### config.mk
export PLATFORM = sky130hd
export DESIGN_NAME = ula_sub_arbiter
export DESIGN_NICKNAME = d
export VERILOG_FILES = /design/src/rtl/ula_sub_arbiter.sv
export SDC_FILE = /design/constraint.sdc
export NUM_CORES = 1
export LEC_CHECK = 0
export BUFFER_PORTS_ARGS = -buffer_cell sky130_fd_sc_hd__buf_2
export CAP_MARGIN = 20
export CORE_UTILIZATION = 40
export DETAILED_ROUTE_END_ITERATION = 7
export PLACE_DENSITY = 0.84
export SLEW_MARGIN = 20
export SYNTH_ARGS = -nofsm -noshare
export SYNTH_HDL_FRONTEND = slang
export SYNTH_SLANG_ARGS = --single-unit
### constraint.sdc
create_clock -name clk -period 2.2 [get_ports clk]
set_input_delay 0 -clock clk [delete_from_list [all_inputs] [get_ports clk]]
set_output_delay 0 -clock clk [all_outputs]
set_load 0.1 [all_outputs]
### src/rtl/ula_sub_arbiter.sv
// ula_sub_arbiter
// Shares one tri-stated 8-bit subtractor of the ULA between two requesters.
// A round-robin grant latches the winner's operands onto sub_a/sub_b, the
// subtractor's bus driver is enabled for exactly one cycle (OPER), the 9-bit
// bus value is registered into result, and the winner gets a one-cycle ack
// (DONE). Outside OPER the subtractor leaves the shared bus to other units.
//
// Ports
//   clk, rst         clock, asynchronous active-high reset
//   req0/a0/b0/ack0  requester 0: request, minuend, subtrahend, done pulse
//   req1/a1/b1/ack1  requester 1: same
//   sub_a, sub_b     operands presented to the subtractor
//   sub_en           subtractor tri-state enable (high in OPER only)
//   sub_s            shared result bus {borrow, diff}
//   result           registered result, held until the next capture
//   busy             high whenever not IDLE
module ula_sub_arbiter (
  input  logic       clk,
  input  logic       rst,
  input  logic       req0,
  input  logic [7:0] a0,
  input  logic [7:0] b0,
  output logic       ack0,
  input  logic       req1,
  input  logic [7:0] a1,
  input  logic [7:0] b1,
  output logic       ack1,
  output logic [7:0] sub_a,
  output logic [7:0] sub_b,
  output logic       sub_en,
  input  logic [8:0] sub_s,
  output logic [8:0] result,
  output logic       busy
);

  typedef enum logic [1:0] {IDLE, OPER, DONE} state_t;

  state_t state, state_nxt;
  // last doubles as the owner of the operation in flight: it is written on
  // every grant and only read by arbitration in IDLE.
  logic   last;
  logic   take;
  logic   win;

  always_comb begin
    state_nxt = state;
    take      = 1'b0;
    // contested -> the one not served last; otherwise whoever is asking
    win       = (req0 && req1) ? ~last : req1;
    case (state)
      IDLE: if (req0 || req1) begin
        take      = 1'b1;
        state_nxt = OPER;
      end
      OPER:    state_nxt = DONE;
      DONE:    state_nxt = IDLE;
      default: state_nxt = IDLE;
    endcase
  end

  always_ff @(posedge clk or posedge rst) begin
    if (rst) begin
      state  <= IDLE;
      last   <= 1'b1;
      sub_a  <= '0;
      sub_b  <= '0;
      result <= '0;
    end else begin
      state <= state_nxt;
      if (take) begin
        last  <= win;
        sub_a <= win ? a1 : a0;
        sub_b <= win ? b1 : b0;
      end
      if (state == OPER) result <= sub_s;
    end
  end

  // Decoded straight from the state register so an asynchronous reset
  // releases the bus and kills any ack in the same instant.
  assign sub_en = (state == OPER);
  assign ack0   = (state == DONE) && !last;
  assign ack1   = (state == DONE) &&  last;
  assign busy   = (state != IDLE);

endmodule

==> results of run 1 <==
[cells in the mapped netlist]
master     n  area [um2]
nand2_1   32         120
dfrtp_1   27         676
a21oi_1   17        85.1
a31oi_2    9         113
mux2_2     9         101
a31oi_1    8        50.1
clkbuf_1   3        11.3
buf_2      2        10.0
buf_6      2        22.5
inv_1      2        7.51
nor2b_1    2        12.5
a21bo_1    1        10.0
a21boi_2   1        11.3
and2_4     1        8.76
and3b_1    1        8.76
buf_1      1        3.75
buf_12     1        20.0
dfstp_2    1        26.3
nor2_1     1        3.75
nor3b_1    1        7.51
or2_1      1        6.26
[sequential cells by signal, indices dropped and copies added (netlist names)]
| signal | flops |
|---|---|
| sub_a | 8 |
| result | 9 |
| last | 1 |
| sub_b | 8 |
| state | 2 |
[repair_timing]
action / in CTS / in global routing
hold endpoints to repair: 39 / 0
setup endpoints to repair: 0 / 0
buffers inserted: 0 / 0
hold buffers: 44 / 0
[worst register-to-register path: cells and delay by family (launching register included)]
kind | cells | cell delay [ps]
compound gates | 2 | 630
flops | 1 | 610
buf+inv | 1 | 580
simple gates | 1 | 120
[worst max path at each step]
| stage | startpoint | cells past startpoint | end | slack (ps) |
|---|---|---|---|---|
| floorplan | state[0] | 1 | ack0 | 570 |
| global placement | last | 3 | sub_b[6] | 830 |
| detailed placement | last | 3 | sub_a[0] | 780 |
| CTS | req0 | 6 | sub_a[6] | 210 |
| global route | last | 4 | sub_b[7] | 30 |
| finish | req0 | 6 | sub_a[7] | 160 |
[layer usage]
layer | vias up | track usage [%] | part of all wire, %
met3 | 8 | 3.93 | 4.7
met4 | 0 | 10.5 | 1.7
met5 | - | 0 | 0
li1 | 658 | - | -
met2 | 47 | 44.1 | 57
met1 | 653 | 23.3 | 37
[cell type report]
cell class / instances / area (um2) / share of cell area (%)
timing repair buffer: 121 / 836 / 38.5
sequential: 28 / 702 / 32.4
multi-input combinational: 84 / 543 / 25.0
tap: 44 / 55.1 / 2.54
clock buffer: 4 / 26.3 / 1.21
inverter: 2 / 7.51 / 0.346
[kinds of logic after synthesis]
family / Yosys count / synth area share [%]
multiplexers: 9 / 7.71
flip-flops: 28 / 53.4
buffers and inverters: 11 / 5.71
AO/OA/AOI/OAI: 36 / 20.5
AND/OR/NAND/NOR: 39 / 12.8
[through the flow]
step	area, um2	util (%)	hold slack, ps
after global routing	2170	70.5	304
after floorplan	1320	-	62.9
final	2170	70.5	243
after detailed placement	1700	55.3	76.1
after global placement	1700	55.3	67.5
after CTS	2170	70.5	253
==> results.md, run 1 <==
* Hold Vio Cnt, Final at 0
* Initial antenna violation count at 0
* Critical setup path kind: in -> reg
* # nets final at 285
* Vias at 1366
* Synth Area per Inst at 10.7 um2
* Core Area at 0.00308 mm2
* Minimum clock period at 2040 ps
* Total GRT Usage at 22.8%
* Post-Layout Cell Count at 283
* Clk slew on worst S/H paths at 140 ps
* Final setup vio count at 0
* Maximum root-to-sink buffer count at 2
* Routed WL at 3660 um
* Row count at 20
* Placed insts at 235
* Hold/Removal Path Class: in -> async
* Dpl hpwl at 2200 um
* Most common cell after layout, fill and taps aside: buf_2
* Mapped cell area at 0.00132 mm2
* Num CTS Buffers at 3
* Slowest cell on the critical path: dlygate4sd3_1
* Commonest cells after routing, fill and taps aside: buf_2, dlygate4sd3_1, nand2_1
* CTS Sinks at 28
* TritonCTS clock tree: done
* Fill cells at 243
* CP Cell Sequence: dlygate4sd3_1 > buf_2 > or2_1 > and2_4 > a31oi_1 > dlygate4sd3_1
* Max Freq at 490 MHz
* Reg-to-reg critical path startpoint: last
* #FFs+latches synth at 28
* Synth warn at 0
* First-pass GRT wire length at 5950 um
* IO buf count at 73
* Skew final at 1.26 ps
* Area Growth Syn to Fin at 65.0%
* Sequential fraction of the synthesis area at 53.4%
* PostCTS Resize Cnt at 0
* RSZ-0062 raised after global routing: no
* Max-slew violation count at 0
* Die outline width at 59.3 um
* Arrival time worst endpoint at 2250 ps
* RePlAce Congestion at 0.839
* Vias in the first global route at 1456
* Vias per cell at 4.83
* Antenna Nets Post-Route at 0
* Critical Path Start Type: primary input
* Period utilization at 92.8%
* IO Pins at 74
* Reg2Reg Depth at 4
* Worst-Skew Late Latency at 310 ps
* Crit end category: register
* Post-route setup slack at 159 ps
* RR Endpoint: sub_a[7]
* DRC Markers at 0
* Total of max-cap violations at 0
* Worst path top cell family by delay: buffers and inverters
* Largest net degree at the start of global routing at 18
* Share of layout cells above drive strength 1 at 42.7%
* Critical path buffers and inverters at 3
* Worst-margin pin slew at 715 ps
* Netlist cell types at 21
* WL per Instance at 12.9 um
* Syn_nets at 168
* Dpl ws at 775 ps
* H-Tree Depth at 1
* Die area at 0.00352 mm2
* Syn Inst Count at 123
* Initial core utilization at 42.7%
* Cell mode on critical path: dlygate4sd3_1
* Drt pass-1 iters at 4
* Critical Path RT at 2410 ps
* Initial drt markers at 25
* Status: complete, no violations
* Floorplan die height at 59.3 um
* Clock root cell: clkbuf_4
* Grt total ovfl at 0
* Crit path largest cell delay at 580 ps
* Final setup TNS at 0 ps
* Worst relative slew slack at 52.1%
* R2R setup slack at 200 ps
* Ant diodes at 0
* Crit-path max FO at 17
Power of run 1 is left out: the tool's default activity adds up to more than one toggle a clock period on the data nets, which glitch-free logic cannot reach.
==> run 2: changes to the inputs <==
==> constraint.sdc (replaced) <==
create_clock -name clk -period 2.2 [get_ports clk]
set_input_delay 0.44 -clock clk [delete_from_list [all_inputs] [get_ports clk]]
set_output_delay 0.44 -clock clk [all_outputs]
set_load 0.1 [all_outputs]
==> run 2 against run 1 <==
Net effect:
- global-route usage shrank 4.3 points
- final area fell by 20%
- sequential share of layout area up 7.9 points
- non-clock buffer count fell by 44
- maximum frequency increased by 3.9%
- worst hold slack worse by 85 ps
- register-to-register slack gained 520 ps
- largest cell class is now flip-flops and latches
- die area stayed put
- clock-buffer cell count unchanged
- critical path depth fell by 4
- first-iteration DRC count shrank 36%
- critical endpoint is now ack1
- utilization fell by 14 points
==> results.md, run 2 (synthesis results as in run 1) <==
* Share of layout cells above drive strength 1 at 52.3%
* Critical path buffers and inverters at 1
* Post-route setup slack at 237 ps
* Clock root cell: clkbuf_4
* Die outline width at 59.3 um
* Vias per cell at 4.92
* Worst path top cell family by delay: flip-flops
* Reg2Reg Depth at 4
* Slowest cell on the critical path: dfstp_2
* Worst-margin pin slew at 543 ps
* Arrival time worst endpoint at 1520 ps
* First-pass GRT wire length at 4890 um
* Worst-Skew Late Latency at 310 ps
* Dpl ws at 522 ps
* Max-slew violation count at 0
* Grt total ovfl at 0
* WL per Instance at 12.5 um
* RSZ-0062 raised after global routing: no
* Drt pass-1 iters at 4
* Num CTS Buffers at 3
* CP Cell Sequence: and3b_1 > buf_2
* IO Pins at 74
* Final Util at 56.7%
* Area after DPL at 0.00172 mm2
* Antenna Nets Post-Route at 0
* Max Freq at 509 MHz
* Critical Path RT at 1760 ps
* CP startpoint: last
* Core Area at 0.00308 mm2
* Postcts setup bufs at 0
* Hold/Removal Path Class: in -> async
* Maximum root-to-sink buffer count at 2
* Reg-to-reg critical path startpoint: state[0]
* Initial core utilization at 42.7%
* Reg area at 702 um2
* Floorplan die height at 59.3 um
* Ant diodes at 0
* H-Tree Depth at 1
* Worst relative slew slack at 63.8%
* Vias at 1176
* CTS Sinks at 28
* Worst path depth at 2
* Row count at 20
* Skew final at 6.61 ps
* DRC Markers at 0
* Crit end category: output port
* Minimum clock period at 1960 ps
* RePlAce Congestion at 0.782
* Status: complete, no violations
* Total of max-cap violations at 0
* Critical setup path kind: reg -> out
* Area of the multi-input gates at 543 um2
* Hold Buf Count CTS at 0
* IO buf count at 73
* Initial drt markers at 16
* Routed WL at 2980 um
* Largest register FFs at 9
* Initial antenna violation count at 0
* Hold Vio Cnt, Final at 0
* Largest net degree at the start of global routing at 29
* Commonest cells after routing, fill and taps aside: buf_2, nand2_1, dfrtp_1
* Most common cell after layout, fill and taps aside: buf_2
* CP endpoint: ack1
* Final setup TNS at 0 ps
* Period utilization at 89.2%
* Clk slew on worst S/H paths at 140 ps
* Fill cells at 281
* Dpl hpwl at 2310 um
* TritonCTS clock tree: done
* R2R setup slack at 720 ps
* Final setup vio count at 0
* Biggest register: result
* PostCTS Resize Cnt at 0
* Area Growth Syn to Fin at 32.6%
* Total GRT Usage at 18.5%
* Vias in the first global route at 1207
* Critical Path Start Type: register
* Largest regs: result (9), sub_a (8), sub_b (8)
* # nets final at 241
* Final instance area at 0.00174 mm2
* Crit path largest cell delay at 630 ps
* Die area at 0.00352 mm2
* Crit-path max FO at 6
* RR Endpoint: sub_b[4]
## run 2: cell count changes in the layout (fill, tap and decap cells not counted)
| cell | before | now |
|---|---|---|
| buf_2 | 73 | 72 |
| dlygate4sd3_1 | 44 | 0 |
| buf_12 | 0 | 1 |
## run 2: through the flow
stage / instances / hold WS (ps)
finish: 239 / 158
global route: 239 / 165
CTS: 239 / 157
detailed placement: 235 / 484
global placement: 235 / 473
floorplan: 123 / 451
## run 2: cell type report
| type | instances | share of cell area, % |
|---|---|---|
| Clock buffer | 4 | 1.51 |
| Multi-Input combinational cell | 84 | 31.1 |
| Tap cell | 44 | 3.16 |
| Sequential cell | 28 | 40.2 |
| Inverter | 2 | 0.430 |
| Timing Repair Buffer | 77 | 23.5 |
## run 2: worst min path at each step
| stage | slack (ps) | from | endpoint |
|---|---|---|---|
| after global placement | 470 | state[1] | state[1] |
| after global routing | 160 | rst | sub_a[2] |
| after floorplan | 450 | state[1] | state[1] |
| after CTS | 160 | rst | sub_b[5] |
| after detailed placement | 480 | state[1] | state[1] |
| final | 160 | rst | result[4] |
## run 2: worst min-delay path, cell delays in order
cell	delay, ps
buf_2	90
inv_1	40
buf_4	310
## run 2: per-layer routing
layer	track usage, %	vias to the layer above	part of all wire [%]
met5	0	-	0
met4	7.82	0	1.6
met3	4.37	6	5.4
met2	33.7	45	53
met1	20.5	554	40
li1	-	571	-
Power of run 2 is left out for the same reason.
